[src/rtl/wb_pkg.sv]
// Shared writeback definitions for the integer register-file write path.
// Holds the data width, the register-address width, the number of result
// sources and the fixed index assigned to each execution unit.
// Ports: none (package).
// Configuration macro consumed by users of this package: WB_ROUND_ROBIN_EN.
package wb_pkg;

    localparam int XLEN       = 32;
    localparam int REG_ADDR_W = 5;
    localparam int NUM_WB_SRC = 3;

    localparam int WB_SRC_ALU    = 0;
    localparam int WB_SRC_MULDIV = 1;
    localparam int WB_SRC_LSU    = 2;

    // Width of an index into n sources; a single source still needs one bit.
    function automatic int idx_width(input int n);
        return (n > 1) ? $clog2(n) : 1;
    endfunction

endpackage

[src/rtl/writeback_arbiter_if.sv]
// Writeback bus between the result sources and the register-file write port.
// Source side: src_valid_i, src_rd_i, src_data_i in; src_ready_o back.
// Write-port side: rd_o, write_data_o, reg_write_o, retired_o.
// Modports: slave = arbiter, master = sources / register-file model.
interface writeback_arbiter_if #(
    parameter int NUM_SRC = 3,
    parameter int XLEN    = 32,
    parameter int CNT_W   = 32
);

    logic [NUM_SRC-1:0]      src_valid_i;
    logic [5*NUM_SRC-1:0]    src_rd_i;
    logic [XLEN*NUM_SRC-1:0] src_data_i;
    logic [NUM_SRC-1:0]      src_ready_o;
    logic [4:0]              rd_o;
    logic [XLEN-1:0]         write_data_o;
    logic                    reg_write_o;
    logic [CNT_W-1:0]        retired_o;

    modport slave (
        input  src_valid_i, src_rd_i, src_data_i,
        output src_ready_o, rd_o, write_data_o, reg_write_o, retired_o
    );

    modport master (
        output src_valid_i, src_rd_i, src_data_i,
        input  src_ready_o, rd_o, write_data_o, reg_write_o, retired_o
    );

endinterface

[src/rtl/wb_arbiter_core.sv]
// Grant logic for the writeback arbiter: valid vector (+ round-robin pointer)
// in, one-hot grant plus its binary index out. Purely combinational.
// Ports:
//   valid_i       per-source result valid
//   ptr_i         round-robin start index (only with WB_ROUND_ROBIN_EN)
//   grant_o       one-hot grant, zero when nothing valid
//   grant_idx_o   binary index of the granted source
//   grant_valid_o any grant this cycle
// Macro WB_ROUND_ROBIN_EN: defined -> round-robin from ptr_i, undefined ->
// fixed priority with index 0 highest.
module wb_arbiter_core
    import wb_pkg::*;
#(
    parameter  int NUM_SRC = NUM_WB_SRC,
    localparam int IDX_W   = idx_width(NUM_SRC)
) (
    input  logic [NUM_SRC-1:0] valid_i,
`ifdef WB_ROUND_ROBIN_EN
    input  logic [IDX_W-1:0]   ptr_i,
`endif
    output logic [NUM_SRC-1:0] grant_o,
    output logic [IDX_W-1:0]   grant_idx_o,
    output logic               grant_valid_o
);

    logic [IDX_W-1:0] cand;

    always_comb begin
        grant_o       = '0;
        grant_idx_o   = '0;
        grant_valid_o = 1'b0;
        cand          = '0;
        for (int i = 0; i < NUM_SRC; i++) begin
`ifdef WB_ROUND_ROBIN_EN
            // Search starts at the pointer and wraps modulo NUM_SRC.
            cand = IDX_W'((int'(ptr_i) + i) % NUM_SRC);
`else
            cand = IDX_W'(i);
`endif
            if (!grant_valid_o && valid_i[cand]) begin
                grant_o[cand] = 1'b1;
                grant_idx_o   = cand;
                grant_valid_o = 1'b1;
            end
        end
    end

endmodule

[src/rtl/writeback_arbiter.sv]
// Writeback arbiter: picks one of NUM_SRC execution-unit results per cycle
// and drives the integer register-file write port one cycle later.
// Ports:
//   clk_i   clock, all state on the rising edge
//   rst_i   asynchronous active-high reset
//   wb      writeback_arbiter_if.slave: src_valid_i/src_rd_i/src_data_i in,
//           src_ready_o (one-hot grant), rd_o, write_data_o, reg_write_o,
//           retired_o out
// Macro WB_ROUND_ROBIN_EN: defined -> round-robin arbitration with a pointer
// register; undefined -> fixed priority, no pointer state.
module writeback_arbiter
    import wb_pkg::*;
#(
    parameter  int NUM_SRC = NUM_WB_SRC,
    parameter  int XLEN    = wb_pkg::XLEN,
    parameter  int CNT_W   = 32,
    localparam int IDX_W   = idx_width(NUM_SRC)
) (
    input  logic                clk_i,
    input  logic                rst_i,
    writeback_arbiter_if.slave  wb
);

    logic [NUM_SRC-1:0]    grant;
    logic [IDX_W-1:0]      grant_idx;
    logic                  grant_valid;
    logic [REG_ADDR_W-1:0] sel_rd;
    logic [XLEN-1:0]       sel_data;
    logic                  do_write;

    logic [REG_ADDR_W-1:0] rd_q;
    logic [XLEN-1:0]       data_q;
    logic                  we_q;
    logic [CNT_W-1:0]      retired_q;

`ifdef WB_ROUND_ROBIN_EN
    logic [IDX_W-1:0]      rr_ptr_q;
`endif

    wb_arbiter_core #(
        .NUM_SRC       (NUM_SRC)
    ) u_core (
        .valid_i       (wb.src_valid_i),
`ifdef WB_ROUND_ROBIN_EN
        .ptr_i         (rr_ptr_q),
`endif
        .grant_o       (grant),
        .grant_idx_o   (grant_idx),
        .grant_valid_o (grant_valid)
    );

    assign sel_rd   = wb.src_rd_i[int'(grant_idx)*REG_ADDR_W +: REG_ADDR_W];
    assign sel_data = wb.src_data_i[int'(grant_idx)*XLEN +: XLEN];

    // A grant targeting x0 is still consumed, but never reaches the port.
    assign do_write = grant_valid && (sel_rd != '0);

    always_ff @(posedge clk_i or posedge rst_i) begin
        if (rst_i) begin
            rd_q      <= '0;
            data_q    <= '0;
            we_q      <= 1'b0;
            retired_q <= '0;
        end else begin
            we_q <= do_write;
            if (do_write) begin
                rd_q      <= sel_rd;
                data_q    <= sel_data;
                retired_q <= retired_q + CNT_W'(1);
            end
        end
    end

`ifdef WB_ROUND_ROBIN_EN
    // Pointer moves just past the winner so it becomes lowest priority next.
    always_ff @(posedge clk_i or posedge rst_i) begin
        if (rst_i) begin
            rr_ptr_q <= '0;
        end else if (grant_valid) begin
            rr_ptr_q <= (grant_idx == IDX_W'(NUM_SRC - 1)) ? '0 : grant_idx + IDX_W'(1);
        end
    end
`endif

    assign wb.src_ready_o  = grant;
    assign wb.rd_o         = rd_q;
    assign wb.write_data_o = data_q;
    assign wb.reg_write_o  = we_q;
    assign wb.retired_o    = retired_q;

endmodule

[src/flat_wrapper.sv]
// flat-port wrapper written by rule: the top's interface ports become plain ports
module writeback_arbiter_flat import wb_pkg::*;
#(
    parameter  int NUM_SRC = NUM_WB_SRC,
    parameter  int XLEN    = wb_pkg::XLEN,
    parameter  int CNT_W   = 32,
    localparam int IDX_W   = idx_width(NUM_SRC)
)
  (clk_i, rst_i, wb_src_valid_i, wb_src_rd_i, wb_src_data_i, wb_src_ready_o, wb_rd_o, wb_write_data_o, wb_reg_write_o, wb_retired_o);
  writeback_arbiter_if #(.NUM_SRC(NUM_SRC), .XLEN(XLEN), .CNT_W(CNT_W)) wb_i ();
  input  logic clk_i;
  input  logic rst_i;
  input wire logic [$bits(wb_i.src_valid_i)-1:0] wb_src_valid_i;
  input wire logic [$bits(wb_i.src_rd_i)-1:0] wb_src_rd_i;
  input wire logic [$bits(wb_i.src_data_i)-1:0] wb_src_data_i;
  output wire logic [$bits(wb_i.src_ready_o)-1:0] wb_src_ready_o;
  output wire logic [$bits(wb_i.rd_o)-1:0] wb_rd_o;
  output wire logic [$bits(wb_i.write_data_o)-1:0] wb_write_data_o;
  output wire logic [$bits(wb_i.reg_write_o)-1:0] wb_reg_write_o;
  output wire logic [$bits(wb_i.retired_o)-1:0] wb_retired_o;
  assign wb_i.src_valid_i = wb_src_valid_i;
  assign wb_i.src_rd_i = wb_src_rd_i;
  assign wb_i.src_data_i = wb_src_data_i;
  assign wb_src_ready_o = wb_i.src_ready_o;
  assign wb_rd_o = wb_i.rd_o;
  assign wb_write_data_o = wb_i.write_data_o;
  assign wb_reg_write_o = wb_i.reg_write_o;
  assign wb_retired_o = wb_i.retired_o;
  writeback_arbiter #(.NUM_SRC(NUM_SRC), .XLEN(XLEN), .CNT_W(CNT_W)) u_core (.clk_i(clk_i), .rst_i(rst_i), .wb(wb_i));
endmodule
[config.mk]
export PLATFORM = sky130hd
export DESIGN_NAME = writeback_arbiter_flat
export DESIGN_NICKNAME = d
export VERILOG_FILES = /design/src/rtl/wb_pkg.sv /design/src/rtl/writeback_arbiter_if.sv /design/src/rtl/wb_arbiter_core.sv /design/src/rtl/writeback_arbiter.sv /design/src/flat_wrapper.sv
export SDC_FILE = /design/constraint.sdc
export NUM_CORES = 1
export LEC_CHECK = 0
export BUFFER_PORTS_ARGS = -buffer_cell sky130_fd_sc_hd__buf_2
export CORE_ASPECT_RATIO = 1.2
export CORE_MARGIN = 2
export CORE_UTILIZATION = 46
export DETAILED_ROUTE_END_ITERATION = 12
export PLACE_DENSITY = 0.79
export SYNTH_ARGS = -nofsm -noshare
export SYNTH_HDL_FRONTEND = slang
export SYNTH_SLANG_ARGS = --single-unit
[constraint.sdc]
create_clock -name clk_i -period 2.5 [get_ports clk_i]
set_clock_uncertainty 0.1 [all_clocks]
set_input_delay 0.25 -clock clk_i [delete_from_list [all_inputs] [get_ports clk_i]]
set_output_delay 0.25 -clock clk_i [all_outputs]
set_load 0.02 [all_outputs]
Yosys cells after proc, flatten, opt, wreduce, memory -nomap -nowiden

Index checks and enable logic that the tools add are counted.

Flip-flop bits (word level): 70
Latch bits: 0
Bits in writable memories: 0
Bits in read-only memories: 0
Input port bits: 116
Logic and storage cells: 21
Memories: 0

Add/sub/neg operators: 1
$mul: 1
Div/mod/pow operators: 0
$lt $le $gt $ge: 0
Equality and inequality tests: 0
Shift operators: 2
Muxes and demuxes: 7
Bitwise logic cells: 0
Reductions and logical operators: 6

Operator list:

| kind                    | number |
|---|---|
| $shiftx A96 B8 Y32      | 1 |
| $add A32 B1 Y32 const B | 1 |
| $shiftx A15 B32 Y5      | 1 |
| $mux W1                 | 6 |
| $mul A2 B3 Y5 const B   | 1 |
| $reduce_bool A5 Y1      | 1 |
| $logic_and A1 B1 Y1     | 3 |
| $logic_not A1 Y1        | 2 |
| $mux W2                 | 1 |

Longest topological paths before layout

Depth after elaboration: 11
Mapped depth: 10

By module

Synthesis repeated with hierarchy kept, for this count alone.

Cell total of the unflattened synthesis: 377
Area total of the unflattened synthesis: 3617.2 um^2

Modules (own cells, without submodules):

| module            | times used | cells an instance | area an instance (um^2) | seq. area each (um^2) |
|---|---|---|---|---|
| writeback_arbiter | 1          | 371               | 3572.2                  | 1751.7 |
| wb_arbiter_core   | 1          | 6                 | 45.0                    | 0.0 |

Worst setup path after synthesis

Ideal clock, no wire load.

Path type: input to register
Start point: in wb_src_valid_i[0]
End point: reg u_core.retired_q[22], in the netlist u_core.wb.retired_o[22]
Library setup time: 0.138 ns
Data arrival time: 1.853 ns
Slack: 0.409 ns
Stages: 9
Cell sequence: buf_2 -> nand2b_1 -> buf_6 -> o22a_1 -> a221o_1 -> o21ai_2 -> buf_4 -> nor4_1 -> xor2_1

Longest elaborated chain between the ends: 11
Elaborated cells between the ends (all ways): 13
Classes of those cells: mul: 1; shift: 1; mux: 5; reduce/logical: 6

Ends and longest elaborated chain:

| what                    | line                    | RTL |
|---|---|---|
| start, declared         | flat_wrapper.sv:13      | `input wire logic [$bits(wb_i.src_valid_i)-1:0] wb_src_valid_i;` |
| $mux W1 (*)             | wb_arbiter_core.sv:40   | `if (!grant_valid_o && valid_i[cand]) begin` |
| $logic_not A1 Y1        | wb_arbiter_core.sv:40   |  |
| $logic_and A1 B1 Y1     | wb_arbiter_core.sv:40   |  |
| $mux W1                 | wb_arbiter_core.sv:40   |  |
| $logic_not A1 Y1        | wb_arbiter_core.sv:40   |  |
| $logic_and A1 B1 Y1     | wb_arbiter_core.sv:40   |  |
| $mux W2                 | wb_arbiter_core.sv:40   |  |
| $mul A2 B3 Y5           | writeback_arbiter.sv:52 | `assign sel_rd = wb.src_rd_i[int'(grant_idx)*REG_ADDR_W +: REG_ADDR_W];` |
| $shiftx A15 B32 Y5      | writeback_arbiter.sv:52 |  |
| $reduce_bool A5 Y1      | writeback_arbiter.sv:56 | `assign do_write = grant_valid && (sel_rd != '0);` |
| $logic_and A1 B1 Y1 (*) | writeback_arbiter.sv:56 |  |
| end signal, assigned    | writeback_arbiter.sv:69 | `retired_q <= retired_q + CNT_W'(1);` |
| end, declared           | writeback_arbiter.sv:34 | `logic [CNT_W-1:0] retired_q;` |

Every way passes the cells marked *; elsewhere a longest branch is shown, timed or not.
A chain may end at the register's enable or synchronous reset.

Final worst setup path

Start point: reg u_core.retired_q[8], in the netlist u_core.wb.retired_o[8]
End point: reg u_core.retired_q[26], in the netlist u_core.wb.retired_o[26]

Longest elaborated chain between the ends: 1

Ends and longest elaborated chain:

| what            | line |
|---|---|
| $add A32 B1 Y32 | writeback_arbiter.sv:69 |

No other way between the ends.

==> summary.txt <==
Status
  – Violated checks: design-rule violations
  – Status: finished with violations

GRT
  – Total congestion overflow: 0
  – Initial antenna violation count: 0
  – First-pass GRT wire length: 15100 µm
  – Largest net degree at the start of global routing: 66
  – Tot GR Track Use: 21.7%
  – Vias in the first global route: 3288

CTS
  – H-tree levels: 3
  – Total CTS buffers: 9
  – Clk buf depth: 2
  – CTS clock-pin slew for the worst setup and hold paths: 0.07 ns
  – Postcts setup bufs: 0
  – Clk Tree Root Cell: clkbuf_8
  – Clock latency on the worst-skew pair: 0.33 ns
  – Clock Sinks: 70
  – CTS tree: done

Worst setup path
  – Worst-path maximum fanout: 9
  – Flop-to-flop setup slack: 0.22 ns
  – Crit-path cells: and3_1 > nand4_1 > nor2_1 > nand4_1 > nor4_1 > xor2_1
  – Critical path class: flop to flop
  – CP Launch Type: flop
  – Worst Setup End Kind: flop
  – Reg-to-reg critical path endpoint: u_core.wb.retired_o[26]
  – Crit-path leading delay family: simple AND/OR/NAND/NOR gates
  – Buf+Inv Stages, Crit Path: 0
  – Worst r2r src: u_core.wb.retired_o[8]
  – CP max-delay cell: nor4_1
  – Worst Path Arrival: 2.43 ns
  – Cell repeated most along the worst path: nand4_1
  – Crit path largest cell delay: 0.45 ns
  – CP required: 2.65 ns
  – FF-to-FF path depth: 6

Final layout
  – Most frequent cells in the layout: buf_2, dfrtp_1, nand2_1, nor2_1
  – Most common cell after layout, fill and taps aside: buf_2
  – Layout area overhead: 33.6%
  – Layout cells sized above 1: 37.4%
  – Antenna diode count: 0
  – Layout net count: 696
  – Final core occ: 63.6%

Floorplanning
  – Core Area: 0.00775 mm²
  – Rows: 35
  – Area of the die: 0.00876 mm²
  – Die Y: 102 µm
  – Initial Utilization: 47.6%
  – Chip width: 85.8 µm
  – Io pins: 189

Route
  – Pre-antenna DRT Iters: 11
  – Wirelength, routed: 9310 µm
  – Post-route DRC violation count: 9
  – Vias per cell: 5.11
  – Final ANT Viol Nets: 0
  – Drt wl/cell: 13.8 µm
  – Vias: 3448
  – Initial drt markers: 152

Yosys
  – Syn Area/Cell: 9.32 µm²
  – Compound-gate portion of the synthesized area: 11.8%
  – Mux cell area share after synthesis: 8.98%
  – Post-synthesis sequential area ratio: 47.5%
  – Post-Synth XOR/XNOR Area: 7.36%
  – Post-Synth Simple-Gate Area: 19.2%
  – #FFs+latches synth: 70
  – Unique cell type count in the Yosys netlist: 37
  – Syn Inst Count: 396
  – Netlist area before placement: 0.00369 mm²
  – Post-Synth Adder-Cell Area: 0.339%
  – Main combinational cell family by area after synthesis: simple AND/OR/NAND/NOR gates
  – Syn Nets: 513
  – YS warnings: 0

STA
  – Crit path time final: 2.28 ns
  – Max-slew violation count: 0
  – Achievable frequency: 439 MHz
  – Period utilization: 91.1%
  – Final Setup Violations: 0
  – Slew headroom: 53.7%
  – Final Hold Viols: 0
  – Setup tns final: 0 ns
  – Unrepaired setup endpoints after global routing: false
  – Measured slew at the worst slew-check pin: 0.694 ns

Min path
  – Hold endpoint: u_core.wb.write_data_o[10]
  – Hold depth: 3
  – Min-delay worst type: input pin to flop
  – Hold Path Origin: wb_src_data_i[74]

Placed design
  – # port buffers: 188
  – Final Wtd Congestion: 0.839
  – Post-detail-place hpwl: 7420 µm

Power and ir drop
  – Leak: 2.49 nW
  – Pwr/cell area: 664 mW/mm²
  – Worst vdd ir: 0.000335 V

Run
  – Max cap viols: 0
logic make-up after synthesis:
group / count (synthesis)
xor gates and xnor gates: 31
AOI/OAI and AO/OA: 79
buffers and inverters: 32
and+or+nand+nor: 150
adders and majority gates: 1
DFF: 70
muxes: 33
worst register-to-register path, stage by stage (launching register included):
cell	delay, ns
dfrtp_1	0.41
and3_1	0.23
nand4_1	0.14
nor2_1	0.28
nand4_1	0.40
nor4_1	0.45
xor2_1	0.18
how the worst max path moves through the flow:
| stage | start | end | slack (ns) | cells after the start |
|---|---|---|---|---|
| after floorplan | rst_i | u_core.wb.rd_o[0] | 0.38 | 1 |
| after global placement | wb_src_valid_i[0] | u_core.wb.retired_o[14] | 0.31 | 8 |
| after detailed placement | wb_src_valid_i[0] | u_core.wb.write_data_o[25] | 0.25 | 8 |
| after CTS | u_core.wb.retired_o[8] | u_core.wb.retired_o[26] | 0.29 | 6 |
| after global routing | u_core.wb.retired_o[8] | u_core.wb.retired_o[22] | 0.09 | 6 |
| final | u_core.wb.retired_o[8] | u_core.wb.retired_o[26] | 0.22 | 6 |
layer usage:
layer / global-route usage [%] / part of all wire, % / wire length [µm] / up-vias
li1: - / - / - / 1749
met1: 28.1 / 42 / 3900 / 1551
met2: 36.8 / 49 / 4600 / 144
met3: 4.93 / 8.3 / 769 / 4
met4: 6.23 / 0.43 / 40 / 0
met5: 0 / 0 / 0 / -
layout make-up:
cell class / count / area [µm²]
Multi-Input combinational cell: 294 / 1770
Fill cell: 669 / 2820
Timing Repair Buffer: 198 / 1070
Clock buffer: 10 / 128
Inverter: 6 / 22.5
Tap cell: 92 / 115
Clock inverter: 5 / 75.1
Sequential cell: 70 / 1750
power by group:
group / internal (mW) / leakage, nW / switching [mW] / total [mW]
registers: 1.29 / 0.832 / 0.158 / 1.45
clock network: 0.551 / 0.106 / 0.390 / 0.941
logic: 0.358 / 1.56 / 0.524 / 0.882
total: 2.20 / 2.49 / 1.07 / 3.28
stage by stage:
step                instances  total power, mW  hold WS (ns)  instance area, µm²  worst slack, ns
finish                    675             3.28        0.0839                4930            0.222
global route              675             3.47        0.0830                4930           0.0871
CTS                       675             3.31        0.0721                4930            0.293
detailed placement        659             2.36         0.305                4720            0.249
global placement          659             2.33         0.286                4720            0.311
floorplan                 396             1.99         0.327                3690            0.382
cell usage after synthesis, drive strengths merged:
| cell | number | area share, % |
|---|---|---|
| mux2 | 1 | 0.31 |
| nand3b | 1 | 0.20 |
| a22o | 1 | 0.24 |
| a32o | 2 | 0.54 |
| nand3 | 13 | 1.8 |
| xor2 | 14 | 3.3 |
| a221o | 1 | 0.27 |
| xnor2 | 17 | 4.0 |
| o22a | 4 | 0.95 |
| buf | 15 | 3.2 |
| clkbuf | 11 | 1.1 |
| a31oi | 1 | 0.17 |
| and3 | 8 | 1.4 |
| nor2 | 41 | 4.2 |
| and2 | 2 | 0.34 |
| ha | 1 | 0.34 |
| nor4 | 2 | 0.34 |
| nand4bb | 1 | 0.31 |
| nor3 | 11 | 1.5 |
| nand4 | 15 | 2.5 |
| a21oi | 32 | 4.3 |
| mux2i | 32 | 8.7 |
| nand2 | 47 | 4.8 |
| o21ai | 38 | 5.3 |
| or3b | 1 | 0.24 |
| dfrtp | 70 | 47 |
| and4 | 3 | 0.71 |
| nor3b | 3 | 0.61 |
| nand2b | 1 | 0.17 |
| inv | 6 | 0.61 |
| or3 | 1 | 0.17 |
what timing repair did:
item	CTS	global route
endpoints found under the hold margin	32	0
hold buffers	1	0
setup endpoints to repair	0	0
gates resized for setup	0	0
flip-flops by register name, indices dropped and copies added, names as in the netlist:
| register | cells |
|---|---|
| u_core.wb.rd_o | 5 |
| u_core.wb.write_data_o | 32 |
| u_core.wb.reg_write_o | 1 |
| u_core.wb.retired_o | 32 |
(Power assumes the default switching activity.)
